### src/rtl/jtag_tap_ctrl_if.sv
// rtl/jtag_tap_ctrl_if.sv - JTAG pin side and boundary-scan control bundle of the TAP controller
interface jtag_tap_ctrl_if #(
    parameter int IR_WIDTH = 4
) ();
    logic                TMS;
    logic                TDI;
    logic                DR_TDO;
    logic                TDO;
    logic                TDO_En;
    logic [IR_WIDTH-1:0] Instr;
    logic                CaptureDR;
    logic                ShiftDR;
    logic                UpdateDR;
    logic                CaptureIR;
    logic                ShiftIR;
    logic                UpdateIR;
    logic                Select;
    logic                Mode;
    logic                BypassSel;
    logic                IdcodeSel;
    logic                BsrSel;
    logic                TLR;

    modport master (
        output TMS, TDI, DR_TDO,
        input  TDO, TDO_En, Instr, CaptureDR, ShiftDR, UpdateDR,
        input  CaptureIR, ShiftIR, UpdateIR, Select, Mode,
        input  BypassSel, IdcodeSel, BsrSel, TLR
    );

    modport slave (
        input  TMS, TDI, DR_TDO,
        output TDO, TDO_En, Instr, CaptureDR, ShiftDR, UpdateDR,
        output CaptureIR, ShiftIR, UpdateIR, Select, Mode,
        output BypassSel, IdcodeSel, BsrSel, TLR
    );
endinterface

### src/rtl/jtag_tap_ctrl.sv
// rtl/jtag_tap_ctrl.sv - IEEE 1149.1-style TAP state machine with instruction register and decode
module jtag_tap_ctrl #(
    parameter int                IR_WIDTH  = 4,
    parameter logic [IR_WIDTH-1:0] OP_EXTEST = IR_WIDTH'(4'b0000),
    parameter logic [IR_WIDTH-1:0] OP_SAMPLE = IR_WIDTH'(4'b0010),
    parameter logic [IR_WIDTH-1:0] OP_IDCODE = IR_WIDTH'(4'b0001),
    parameter logic [IR_WIDTH-1:0] OP_BYPASS = IR_WIDTH'(4'b1111)
) (
    input  logic           TCK,
    input  logic           TRST_n,
    jtag_tap_ctrl_if.slave bus
);

    typedef enum logic [3:0] {
        S_TLR, S_RTI,
        S_SEL_DR, S_CAP_DR, S_SH_DR, S_EX1_DR, S_PAUSE_DR, S_EX2_DR, S_UPD_DR,
        S_SEL_IR, S_CAP_IR, S_SH_IR, S_EX1_IR, S_PAUSE_IR, S_EX2_IR, S_UPD_IR
    } tap_state_t;

    tap_state_t          r_state;
    tap_state_t          w_next;
    logic [IR_WIDTH-1:0] r_ir_sr;
    logic [IR_WIDTH-1:0] r_instr;
    logic                w_is_extest;
    logic                w_is_sample;
    logic                w_is_idcode;

    always_comb begin
        w_next = S_TLR;
        case (r_state)
            S_TLR:      w_next = bus.TMS ? S_TLR      : S_RTI;
            S_RTI:      w_next = bus.TMS ? S_SEL_DR   : S_RTI;
            S_SEL_DR:   w_next = bus.TMS ? S_SEL_IR   : S_CAP_DR;
            S_CAP_DR:   w_next = bus.TMS ? S_EX1_DR   : S_SH_DR;
            S_SH_DR:    w_next = bus.TMS ? S_EX1_DR   : S_SH_DR;
            S_EX1_DR:   w_next = bus.TMS ? S_UPD_DR   : S_PAUSE_DR;
            S_PAUSE_DR: w_next = bus.TMS ? S_EX2_DR   : S_PAUSE_DR;
            S_EX2_DR:   w_next = bus.TMS ? S_UPD_DR   : S_SH_DR;
            S_UPD_DR:   w_next = bus.TMS ? S_SEL_DR   : S_RTI;
            S_SEL_IR:   w_next = bus.TMS ? S_TLR      : S_CAP_IR;
            S_CAP_IR:   w_next = bus.TMS ? S_EX1_IR   : S_SH_IR;
            S_SH_IR:    w_next = bus.TMS ? S_EX1_IR   : S_SH_IR;
            S_EX1_IR:   w_next = bus.TMS ? S_UPD_IR   : S_PAUSE_IR;
            S_PAUSE_IR: w_next = bus.TMS ? S_EX2_IR   : S_PAUSE_IR;
            S_EX2_IR:   w_next = bus.TMS ? S_UPD_IR   : S_SH_IR;
            S_UPD_IR:   w_next = bus.TMS ? S_SEL_DR   : S_RTI;
            default:    w_next = S_TLR;
        endcase
    end

    // IR register updates act on the edge that ends the named state, so they key off r_state.
    always_ff @(posedge TCK) begin
        if (!TRST_n) begin
            r_state <= S_TLR;
            r_instr <= OP_IDCODE;
            r_ir_sr <= '0;
        end else begin
            r_state <= w_next;
            case (r_state)
                S_TLR:    r_instr <= OP_IDCODE;
                S_CAP_IR: r_ir_sr <= {{(IR_WIDTH-2){1'b0}}, 2'b01};
                S_SH_IR:  r_ir_sr <= {bus.TDI, r_ir_sr[IR_WIDTH-1:1]};
                S_UPD_IR: r_instr <= r_ir_sr;
                default:  ;
            endcase
        end
    end

    assign bus.TLR       = (r_state == S_TLR);
    assign bus.CaptureDR = (r_state == S_CAP_DR);
    assign bus.ShiftDR   = (r_state == S_SH_DR);
    assign bus.UpdateDR  = (r_state == S_UPD_DR);
    assign bus.CaptureIR = (r_state == S_CAP_IR);
    assign bus.ShiftIR   = (r_state == S_SH_IR);
    assign bus.UpdateIR  = (r_state == S_UPD_IR);
    assign bus.Select    = (r_state >= S_SEL_IR);
    assign bus.Instr     = r_instr;

    // Priority order keeps the chain selects one-hot even if opcodes are parameterised to overlap.
    assign w_is_extest   = (r_instr == OP_EXTEST);
    assign w_is_sample   = !w_is_extest && (r_instr == OP_SAMPLE);
    assign w_is_idcode   = !w_is_extest && !w_is_sample && (r_instr == OP_IDCODE);
    assign bus.Mode      = w_is_extest;
    assign bus.BsrSel    = w_is_extest || w_is_sample;
    assign bus.IdcodeSel = w_is_idcode;
    assign bus.BypassSel = !(w_is_extest || w_is_sample || w_is_idcode);

    always_comb begin
        bus.TDO    = 1'b0;
        bus.TDO_En = 1'b0;
        if (r_state == S_SH_IR) begin
            bus.TDO    = r_ir_sr[0];
            bus.TDO_En = 1'b1;
        end else if (r_state == S_SH_DR) begin
            bus.TDO    = bus.DR_TDO;
            bus.TDO_En = 1'b1;
        end
    end

    // OP_BYPASS documents the canonical opcode; every unrecognised opcode already routes to bypass.
    logic w_unused_bypass_op;
    assign w_unused_bypass_op = ^OP_BYPASS;

endmodule

### src/flat_wrapper.sv
// flat-port wrapper written by rule: the top's interface ports become plain ports
module jtag_tap_ctrl_flat 
#(
    parameter int                IR_WIDTH  = 4,
    parameter logic [IR_WIDTH-1:0] OP_EXTEST = IR_WIDTH'(4'b0000),
    parameter logic [IR_WIDTH-1:0] OP_SAMPLE = IR_WIDTH'(4'b0010),
    parameter logic [IR_WIDTH-1:0] OP_IDCODE = IR_WIDTH'(4'b0001),
    parameter logic [IR_WIDTH-1:0] OP_BYPASS = IR_WIDTH'(4'b1111)
)
  (TCK, TRST_n, bus_TMS, bus_TDI, bus_DR_TDO, bus_TDO, bus_TDO_En, bus_Instr, bus_CaptureDR, bus_ShiftDR, bus_UpdateDR, bus_CaptureIR, bus_ShiftIR, bus_UpdateIR, bus_Select, bus_Mode, bus_BypassSel, bus_IdcodeSel, bus_BsrSel, bus_TLR);
  jtag_tap_ctrl_if #(.IR_WIDTH(IR_WIDTH)) bus_i ();
  input  logic TCK;
  input  logic TRST_n;
  input wire logic [$bits(bus_i.TMS)-1:0] bus_TMS;
  input wire logic [$bits(bus_i.TDI)-1:0] bus_TDI;
  input wire logic [$bits(bus_i.DR_TDO)-1:0] bus_DR_TDO;
  output wire logic [$bits(bus_i.TDO)-1:0] bus_TDO;
  output wire logic [$bits(bus_i.TDO_En)-1:0] bus_TDO_En;
  output wire logic [$bits(bus_i.Instr)-1:0] bus_Instr;
  output wire logic [$bits(bus_i.CaptureDR)-1:0] bus_CaptureDR;
  output wire logic [$bits(bus_i.ShiftDR)-1:0] bus_ShiftDR;
  output wire logic [$bits(bus_i.UpdateDR)-1:0] bus_UpdateDR;
  output wire logic [$bits(bus_i.CaptureIR)-1:0] bus_CaptureIR;
  output wire logic [$bits(bus_i.ShiftIR)-1:0] bus_ShiftIR;
  output wire logic [$bits(bus_i.UpdateIR)-1:0] bus_UpdateIR;
  output wire logic [$bits(bus_i.Select)-1:0] bus_Select;
  output wire logic [$bits(bus_i.Mode)-1:0] bus_Mode;
  output wire logic [$bits(bus_i.BypassSel)-1:0] bus_BypassSel;
  output wire logic [$bits(bus_i.IdcodeSel)-1:0] bus_IdcodeSel;
  output wire logic [$bits(bus_i.BsrSel)-1:0] bus_BsrSel;
  output wire logic [$bits(bus_i.TLR)-1:0] bus_TLR;
  assign bus_i.TMS = bus_TMS;
  assign bus_i.TDI = bus_TDI;
  assign bus_i.DR_TDO = bus_DR_TDO;
  assign bus_TDO = bus_i.TDO;
  assign bus_TDO_En = bus_i.TDO_En;
  assign bus_Instr = bus_i.Instr;
  assign bus_CaptureDR = bus_i.CaptureDR;
  assign bus_ShiftDR = bus_i.ShiftDR;
  assign bus_UpdateDR = bus_i.UpdateDR;
  assign bus_CaptureIR = bus_i.CaptureIR;
  assign bus_ShiftIR = bus_i.ShiftIR;
  assign bus_UpdateIR = bus_i.UpdateIR;
  assign bus_Select = bus_i.Select;
  assign bus_Mode = bus_i.Mode;
  assign bus_BypassSel = bus_i.BypassSel;
  assign bus_IdcodeSel = bus_i.IdcodeSel;
  assign bus_BsrSel = bus_i.BsrSel;
  assign bus_TLR = bus_i.TLR;
  jtag_tap_ctrl #(.IR_WIDTH(IR_WIDTH), .OP_EXTEST(OP_EXTEST), .OP_SAMPLE(OP_SAMPLE), .OP_IDCODE(OP_IDCODE), .OP_BYPASS(OP_BYPASS)) u_core (.TCK(TCK), .TRST_n(TRST_n), .bus(bus_i));
endmodule
### config.mk
export PLATFORM = sky130hd
export DESIGN_NAME = jtag_tap_ctrl_flat
export DESIGN_NICKNAME = d
export VERILOG_FILES = /design/src/rtl/jtag_tap_ctrl_if.sv /design/src/rtl/jtag_tap_ctrl.sv /design/src/flat_wrapper.sv
export SDC_FILE = /design/constraint.sdc
export NUM_CORES = 1
export LEC_CHECK = 0
export ABC_AREA = 1
export CAP_MARGIN = 40
export CORE_UTILIZATION = 25
export DETAILED_ROUTE_END_ITERATION = 8
export MAX_ROUTING_LAYER = met4
export PLACE_DENSITY = 0.5
export SYNTH_ARGS = -nofsm -noshare
export SYNTH_HDL_FRONTEND = slang
export SYNTH_SLANG_ARGS = --single-unit
### constraint.sdc
create_clock -name TCK -period 1.7 [get_ports TCK]
set_clock_uncertainty 0.15 [all_clocks]
set_input_delay 0.17 -clock TCK [delete_from_list [all_inputs] [get_ports TCK]]
set_output_delay 0.17 -clock TCK [all_outputs]
set_load 0.01 [all_outputs]
# Word level (Yosys, flattened, before mapping)
# Cells that the tools add are included.
# op_classes
magnitude_cmp	1
n_eq_ne	17
muxes	19
n_reduce_logical	15
# op_table
operator	count
case mux 4 bit (12 select lines)	1
== test 4 bit, second input constant	8
== test 4 x 3 -> 1 bit, second input constant	4
2-to-1 mux 4 bit	4
case mux 4 bit (2 select lines)	2
== test 4 x 2 -> 1 bit, second input constant	3
== test 4 x 1 -> 1 bit, second input constant	2
logical NOT 4 bit	2
2-to-1 mux 1 bit	7
2-to-1 mux 2 bit	3
2-to-1 mux 3 bit	2
>= comparator 4 bit, second input constant	1
nonzero test 2 bit	2
OR reduction 2 bit	2
logical AND 1 bit	3
logical NOT 1 bit	3
OR reduction 3 bit	1
logical OR 1 bit	2
# totals
reg_bits	12
in_bits	5

# Logic depth before layout (Yosys ltp)
# depth
depth_word	8
depth_mapped	9

# Worst setup path before layout
# Ideal clock, no wire load.
# synth_path
kind	reg-to-output
startpoint	reg u_core.r_state[0]
endpoint	out bus_TDO
t_arrival_ps	1093
slack_ps	287
path_stages_with_launch	7
path_buffers	1
path_cell_list	dfxtp_1 clkbuf_2 nor2_1 inv_1 nor2_1 nand2_1 o21ai_0
# synth_between
elab_chain_cells	3
word_cells_on_any_way	4
# synth_rtl
item	line	rtl
from (decl)	jtag_tap_ctrl.sv:20	tap_state_t r_state;
from (signal assigned)	jtag_tap_ctrl.sv:58	r_state <= w_next;
== test 4 x 3 -> 1 bit	n/a	
named net bus_ShiftDR	flat_wrapper.sv:21	output wire logic [$bits(bus_i.ShiftDR)-1:0] bus_ShiftDR;
2-to-1 mux 1 bit	jtag_tap_ctrl.sv:94	end else if (r_state == S_SH_DR) begin
2-to-1 mux 1 bit	jtag_tap_ctrl.sv:91	if (r_state == S_SH_IR) begin
to (decl)	flat_wrapper.sv:17	output wire logic [$bits(bus_i.TDO)-1:0] bus_TDO;
# The timed path passes the listed nets, and every way through them passes these cells.

# Worst setup path in the final report
# layout_path
startpoint	reg u_core.r_state[1]
endpoint	out bus_CaptureDR
# layout_between
elab_chain_cells	1
# layout_rtl
item	line	rtl
== test 4 x 2 -> 1 bit	jtag_tap_ctrl.sv:70	assign bus.CaptureDR = (r_state == S_CAP_DR);
to (decl)	flat_wrapper.sv:20	output wire logic [$bits(bus_i.CaptureDR)-1:0] bus_CaptureDR;
# No other way between the ends.

==> flow_summary.json <==
{
  "grtUsageMet1_pct": 20.2,
  "worst_path_largest_cell_delay_ns": 0.38,
  "grt_pass1_wl_um": 3260,
  "cts_sinks": 12,
  "dpl.hpwl_um": 1670,
  "yosys.area.top_type": "dfxtp_1",
  "use_met2_pct": 23.7,
  "dieArea_mm2": 0.00303,
  "ant_nets": 0,
  "post_drt_wl_per_cell_um": 10.9,
  "leakage_nw": 0.559,
  "synthCells": 119,
  "grtUsageMet3_pct": 5.74,
  "ys_seq_area_share_pct": 34.1,
  "synth.most_common_cell": "nand2_1",
  "htreeDepth": 1,
  "cp.arrival_ns": 1.30,
  "overflow": 0,
  "cp_max_fo": 3,
  "wirelength_um": 2090,
  "cts_tree": "built",
  "grt_pass1_vias": 757,
  "cts_buffers": 3,
  "insertion_delay_ns": 0.27,
  "critical_path_class": "flop to output port",
  "total_power_mw": 0.636,
  "drcViolationCount": 0,
  "area_growth_pct": 60.0,
  "drtIter0Drc": 32,
  "cp_common_cell": "inv_1",
  "hold_slack_ns": 0.297,
  "vias": 886,
  "critPathSlowestCell": "dfxtp_2",
  "finalCritPeriodShare_pct": 95.2,
  "netlist_top_cells_area": "dfxtp_1 (34%), nand2_1 (21%), nor2_1 (9.6%)",
  "die_x_um": 55.1,
  "setup_viol": 0,
  "powerDensity_mw_per_mm2": 565,
  "grt_max_degree": 10,
  "cp.required_ns": 1.38,
  "ctsLongestPathBuffers": 2,
  "final_nets": 168,
  "status": "complete, no violations",
  "path_cells": "nand2_4 > buf_4 > inv_1 > nand2_1 > inv_1 > dlygate4sd2_1",
  "synth_area_um2": 704,
  "start_kind": "flop",
  "period_needed_ns": 1.62,
  "path_clk_slew_ns": 0.07,
  "root_buffer": "clkbuf_4",
  "ios": 23,
  "ff_latch_area_um2": 248,
  "avgViaCountPerCell": 4.61,
  "ys_warn_count": 0,
  "synth_cell_types": 14,
  "core_mm2": 0.00257,
  "hold_violations": 0,
  "hp-class": "input port to flop",
  "maxCapViolations": 0,
  "drv_slew": 0,
  "synth_edf_count": 0,
  "multi_input_area_um2": 413,
  "grtUsageTotal_pct": 15.9,
  "clock.fmax_mhz": 618,
  "n_antenna_cell": 0,
  "synth_fp_nets": 124,
  "maxSlewHeadroom_pct": 76.2,
  "cp_top_family": "buffers and inverters",
  "async_flop_share_pct": 0,
  "fin_tns_setup_ns": 0,
  "final_layout_size_suffix_gt1_share_pct": 25.3,
  "rows": 18,
  "endpoint_kind": "output port",
  "fillers": 289,
  "max_slew.worst_pin.slew_ns": 0.354,
  "synth_common_cells": "nand2_1 (39), nor2_1 (18), inv_1 (16)",
  "syn_area_per_cell_um2": 5.92,
  "cp_num_buf_inv": 4,
  "place_congestion": 0.864,
  "yosys.area.top_type_share_pct": 34.1,
  "antenna_found_initial": 0,
  "die_h_um": 55.1,
  "cts_hold_buf": 0,
  "ys.flop_type": "dfxtp_1",
  "synth_seq_cells": 12,
  "top_usage_layer": "met2",
  "start_util_pct": 27.4,
  "dr.pass1.iters": 4,
  "placement.io_buffers": 22,
  "vdd_drop_max_mv": 0.526
}
[logic make-up (layout without fill, tap and decap cells)]
group / after synthesis / in the layout / share of synthesized area [%]
flops: 12 / 12 / 34.1
buf+inv: 18 / 61 / 9.77
compound gates: 21 / 21 / 15.1
simple gates: 68 / 68 / 41.0
[worst paths after layout]
check	from	to	slack, ns	cells past startpoint
worst min-delay path	bus_TDI	u_core.r_ir_sr[3]	0.30	3
worst max-delay path	u_core.r_state[1]	bus_CaptureDR	0.08	6
worst max register to register	u_core.r_state[1]	u_core.r_state[2]	0.29	5
worst min register to register	u_core.r_ir_sr[2]	u_core.r_ir_sr[1]	0.33	2
[what timing repair did]
action	4_1_cts	5_1_grt
gates resized for setup	24	12
endpoints found under the setup margin	14	8
buffers inserted	0	0
[metal layers]
metal | vias up | part of all wire [%]
li1 | 462 | -
met1 | 402 | 48
met2 | 20 | 45
met3 | 2 | 6.1
met4 | 0 | 0.58
met5 | - | 0
[flip-flops by register name, indices dropped and copies added, names as in the netlist]
name / count
u_core.r_ir_sr: 4
u_core.r_state: 4
u_core.bus.Instr: 4
[report_power, final]
part	internal (mW)	leakage (nW)	switching, mW
logic	0.0559	0.439	0.0629
clock network	0.130	0.0210	0.0934
registers	0.286	0.0991	0.00763
[worst reg2reg max path, stage by stage (launching register included)]
cell and delay [ns]:
dfxtp_2 0.38, buf_4 0.15, nand3_1 0.25, o21ai_0 0.19
nand2_1 0.08, a21oi_1 0.14
[final cells by class]
class	instances	area share (%)
multi-input combinational	89	36.6
timing repair buffer	40	29.2
sequential	12	22.0
inverter	17	5.66
tap	30	3.33
clock buffer	4	3.22
[cell usage in the layout (no fill, tap or decap), drive strengths merged]
cell	instances
inv	16
a21oi	11
clkdlybuf4s50	8
nand3	6
nor2	20
o21ai	9
nor3	1
clkdlybuf4s15	3
o22ai	1
buf	19
dfxtp	12
dlygate4sd2	7
clkbuf	7
clkinv	1
nand4	1
nand2	40
[through the flow]
stage | setup WS [ns] | util (%) | instances | instance area, um^2
floorplan | 0.287 | - | 119 | 704
global placement | -0.0243 | 42.5 | 188 | 1090
detailed placement | -0.0133 | 42.5 | 188 | 1090
CTS | 0.0149 | 43.9 | 192 | 1130
global route | -0.00897 | 43.9 | 192 | 1130
finish | 0.0819 | 43.9 | 192 | 1130
(Power assumes the default switching activity.)
